**src/rtl/serial_add_ctrl.sv**
```systemverilog
// serial_add_ctrl: bit-serial WIDTH-bit adder sequencer that drives one
// external full-adder cell, LSB first, one bit per clock.
//
// Ports:
//   clk, rst         clock, async active-high reset
//   start            request pulse, accepted only in IDLE
//   a, b, cin        operands, latched on the accepting edge
//   sub              (SERIAL_ADD_SUB_EN only) 1 = compute a - b
//   busy             high while bits are being processed
//   done             one-cycle pulse, sum/cout valid
//   sum, cout        result, held until the next accepted start
//   fa_a/fa_b/fa_cin outputs to the external FA cell
//   fa_sum/fa_cout   inputs from the external FA cell
//
// Optional feature macro: SERIAL_ADD_SUB_EN (adds the sub port).
module serial_add_ctrl #(
  parameter  int WIDTH = 32,
  localparam int CNT_W = $clog2(WIDTH) + 1
) (
  input  logic             clk,
  input  logic             rst,
  input  logic             start,
  input  logic [WIDTH-1:0] a,
  input  logic [WIDTH-1:0] b,
  input  logic             cin,
`ifdef SERIAL_ADD_SUB_EN
  input  logic             sub,
`endif
  output logic             busy,
  output logic             done,
  output logic [WIDTH-1:0] sum,
  output logic             cout,
  output logic             fa_a,
  output logic             fa_b,
  output logic             fa_cin,
  input  logic             fa_sum,
  input  logic             fa_cout
);

  typedef enum logic [1:0] {
    IDLE = 2'd0,
    RUN  = 2'd1,
    DONE = 2'd2
  } state_t;

  localparam logic [CNT_W-1:0] LAST = CNT_W'(WIDTH - 1);
  localparam logic [CNT_W-1:0] ONE  = CNT_W'(1);

  state_t           state;
  logic [WIDTH-1:0] a_sh;
  logic [WIDTH-1:0] b_sh;
  logic [WIDTH-1:0] sum_sh;
  logic             carry;
  logic [CNT_W-1:0] cnt;

  // Operand B and initial carry as loaded on an accepted start.
  // Subtraction is a + ~b + 1, so the carry-in is forced high.
  logic [WIDTH-1:0] b_ld;
  logic             c_ld;

`ifdef SERIAL_ADD_SUB_EN
  assign b_ld = sub ? ~b : b;
  assign c_ld = sub | cin;
`else
  assign b_ld = b;
  assign c_ld = cin;
`endif

  // The incoming FA sum bit enters at the MSB, so after WIDTH
  // shifts bit 0 of the result sits in sum_sh[0].
  logic [WIDTH-1:0] sum_nx;
  assign sum_nx = {fa_sum, sum_sh[WIDTH-1:1]};

  // busy is a register that is set exactly while in RUN, so it
  // doubles as the gate keeping the FA inputs quiet elsewhere.
  assign fa_a   = busy & a_sh[0];
  assign fa_b   = busy & b_sh[0];
  assign fa_cin = busy & carry;

  always_ff @(posedge clk or posedge rst) begin
    if (rst) begin
      state  <= IDLE;
      a_sh   <= '0;
      b_sh   <= '0;
      sum_sh <= '0;
      carry  <= 1'b0;
      cnt    <= '0;
      busy   <= 1'b0;
      done   <= 1'b0;
      sum    <= '0;
      cout   <= 1'b0;
    end else begin
      unique case (state)
        IDLE: begin
          done <= 1'b0;
          if (start) begin
            a_sh  <= a;
            b_sh  <= b_ld;
            carry <= c_ld;
            cnt   <= '0;
            busy  <= 1'b1;
            state <= RUN;
          end
        end
        RUN: begin
          sum_sh <= sum_nx;
          carry  <= fa_cout;
          a_sh   <= a_sh >> 1;
          b_sh   <= b_sh >> 1;
          cnt    <= cnt + ONE;
          if (cnt == LAST) begin
            sum   <= sum_nx;
            cout  <= fa_cout;
            busy  <= 1'b0;
            done  <= 1'b1;
            state <= DONE;
          end
        end
        DONE: begin
          // start is ignored here; the requester sees done first.
          done  <= 1'b0;
          state <= IDLE;
        end
        default: begin
          busy  <= 1'b0;
          done  <= 1'b0;
          state <= IDLE;
        end
      endcase
    end
  end

endmodule

```
**config.mk**
```make
export PLATFORM = sky130hd
export DESIGN_NAME = serial_add_ctrl
export DESIGN_NICKNAME = d
export VERILOG_FILES = /design/src/rtl/serial_add_ctrl.sv
export SDC_FILE = /design/constraint.sdc
export NUM_CORES = 1
export LEC_CHECK = 0
export BUFFER_PORTS_ARGS = -buffer_cell sky130_fd_sc_hd__buf_4
export CAP_MARGIN = 15
export CORE_MARGIN = 2
export CORE_UTILIZATION = 42
export DETAILED_ROUTE_END_ITERATION = 6
export PLACE_DENSITY = 0.75
export SLEW_MARGIN = 20
export SYNTH_ARGS = -nofsm -noshare
export SYNTH_HDL_FRONTEND = slang
export SYNTH_SLANG_ARGS = --single-unit
```
**constraint.sdc**
```tcl
create_clock -name clk -period 4.9 [get_ports clk]
set_input_delay 0.98 -clock clk [delete_from_list [all_inputs] [get_ports clk]]
set_output_delay 0.98 -clock clk [all_outputs]
set_load 0.03 [all_outputs]
```
==> flow_summary.ini <==
[timing]
final.setup.tns_ps = 0
tightestPinTransition_ps = 1030
rsz0062_at_grt = false
maxSlewHeadroom_pct = 31.6
setup_viol = 0
slew_violations = 0
achievable-frequency_ghz = 0.394
final_critical_path_share_of_the_clock_period_pct = 51.7
fin_crit_ps = 2540
hold_violations = 0
clock_skew_ps = 13.0

[drt]
drt_drc_violations_left = 0
detail_route.first_pass.iterations = 5
dr_total_vias = 4263
wire_per_inst_um = 14.9
route.detailed.vias_per_inst = 5.21
iteration_0_drc_count_of_the_detailed_router = 300
route.antenna.remaining_nets = 0
totalWireLength_mm = 12.2

[finish]
finish.instance_area_um2 = 7160
layoutNonFillerInstCount = 818
fin_nets = 701
area_delta_synth_final_pct = 25.8
layout-drive-gt1-share_pct = 28.0
postLayoutCoreUtil_pct = 54.1
diodes = 0
nFillCells = 1158

[hold_path]
timing.hold.worst_endpoint = sum_sh[1]
timing.hold.worst_path_depth = 2
hold_path_startpoint = sum_sh[1]
type_of_the_worst_min_delay_path = reg -> reg

[place]
numPlacedInstances = 787
finalWeightedCongestion = 0.758
post-dp-hpwl_mm = 7.44
buffer_ports.inserted = 107
placed_area_um2 = 6610

[yosys]
synth_top_cell_by_area = sky130_fd_sc_hd__dfrtp_1
synth_area_um2 = 5690
syn_avg_cell_area_um2 = 10.6
synth.top_cell.area_share_pct = 61.1
yosys.cell_types.count = 31
synthMostInstantiatedCell = sky130_fd_sc_hd__nand2_1
synth_common_cells = sky130_fd_sc_hd__nand2_1, sky130_fd_sc_hd__dfrtp_1, sky130_fd_sc_hd__o21ai_0
synth-edff-count = 0
synth_async_sr_flop_share_pct = 100
post_synth_inst_count = 537
synth_ff_type = sky130_fd_sc_hd__dfrtp_1
seq_area_frac_synth_pct = 61.1
ys_ff_latch = 139
synth.top_cells.by_area = sky130_fd_sc_hd__dfrtp_1, sky130_fd_sc_hd__nand2_1, sky130_fd_sc_hd__a22oi_1, sky130_fd_sc_hd__mux2_2, sky130_fd_sc_hd__o21ai_0
postSynthNetCount = 608
yosysWarnings = 0

[global_route]
busiest_layer_in_global_routing = met2
grt_overflow = 0
grt_util_met3_pct = 6.32
grt_start_max_net_pins = 107
gr-usage-met2_pct = 26.4
groute.usage.overall_pct = 17.5
grt_pass1_wl_mm = 20.1
number_of_antenna_violations_at_the_first_check_in_global_routing = 0
groute.layer.met1.usage_pct = 23.7
number_of_global_route_vias_before_repair = 4140

[clock_network]
cts.clk_slew.worst_paths_ps = 60
cts.repair_timing.setup_buffer_count = 0
cts_htree_levels = 4
cts_tree = yes
clockRootBuffer = sky130_fd_sc_hd__clkbuf_16
post_cts.resized_instances = 0
tritoncts.num_buffers = 17
number_of_buffers_on_the_longest_clock_path = 2
clkLatencyLatePin_ps = 410
clock-sinks = 139
cts_hold_buffers = 0

[die]
floorplan.initialDensity_pct = 43.0
ios = 108
die_area_um2 = 14500
die-width_um = 120
die_h_um = 120
fp.coreArea_um2 = 13200
row_count = 42

[worst_setup_path]
crit_type = reg -> reg
timing.critical_path.required_ps = 5190
reg2reg_from = state[0]
critPathMaxFanout = 72
end_kind = flip-flop
r2r_end = sum[13]
worstSetupStartpointType = flip-flop
r2r_setup_slack_ps = 2360
cp_data_arrival_time_ps = 2830
worst_r2r_path_depth = 6

[pwr]
maximum_vdd_ir_drop_v = 0.000266
p_per_area_nw_per_um2 = 460
power_leakage_nw = 3.29

[job]
drv.max_cap_violation_count = 0

[outcome]
run_status = finished, final reports clean
placed cells by master (no fill, tap or decap), drive strengths merged, types with 5 or more instances in the layout:
cell	netlist	routed
nand2	161	161
dfrtp	139	139
buf	15	114
o21ai	68	68
a22oi	61	61
mux2	33	33
clkbuf	25	24
nor2b	5	5
power by group:
part           leakage (nW)  total [W]  switching, W  internal, W
combinational          1.30   0.000525      0.000281     0.000244
clock                 0.262    0.00118      0.000450     0.000732
sequential             1.73    0.00158      0.000168      0.00142
total                  3.29    0.00329      0.000900      0.00239
layout make-up:
class	instances	area (um2)	share of cell area [%]
flip-flops and latches	139	3480	48.6
clock buffers	24	482	6.73
clock inverters	7	67.6	0.944
well taps	176	220	3.08
inverters	2	12.5	0.175
multi-input cells	356	2040	28.5
repair buffers	114	856	12.0
routing by layer:
metal / routed length (um) / share of wire [%]
met5: 0 / 0
met4: 121 / 0.99
met3: 811 / 6.7
met2: 5660 / 47
met1: 5580 / 46
sequential cells by signal, summed over array words and instances, names as in the netlist:
| name | count |
|---|---|
| sum_sh | 31 |
| sum | 32 |
| done | 1 |
| state | 2 |
| carry | 1 |
| a_sh | 32 |
| b_sh | 32 |
| cnt | 6 |
| cout | 1 |
| busy | 1 |
worst max path at each step:
stage	slack [ps]	cells past startpoint	from	to
final	2360	6	state[0]	sum[13]
after global routing	2220	6	state[0]	sum[22]
after CTS	2380	5	state[1]	sum[13]
after detailed placement	2300	5	start	b_sh[23]
after global placement	2390	5	start	a_sh[13]
after floorplan	200	1	rst	a_sh[0]
through the flow:
step	hold slack, ps	power [W]	setup slack (ps)
floorplan	440	0.00193	195
global placement	457	0.00209	2390
detailed placement	467	0.00213	2300
CTS	481	0.00333	2380
global route	497	0.00348	2220
finish	473	0.00329	2360
kinds of logic (layout without fill, tap and decap cells):
family	after synthesis	count (layout)	share of synthesized area [%]
compound gates	138	138	15.2
xor+xnor	1	1	0.154
fa+ha+maj	1	1	0.220
buf+inv	42	147	3.41
flops	139	139	61.1
mux	35	35	6.88
simple gates	181	181	13.0
critical path, cell delays in order, from the launching register on:
cell	delay (ps)
sky130_fd_sc_hd__dfrtp_2	380
sky130_fd_sc_hd__buf_4	600
sky130_fd_sc_hd__nand2b_1	100
sky130_fd_sc_hd__buf_4	280
sky130_fd_sc_hd__nor3_4	190
sky130_fd_sc_hd__buf_4	420
sky130_fd_sc_hd__mux2_2	400
Power figures use the tool's default switching activity.
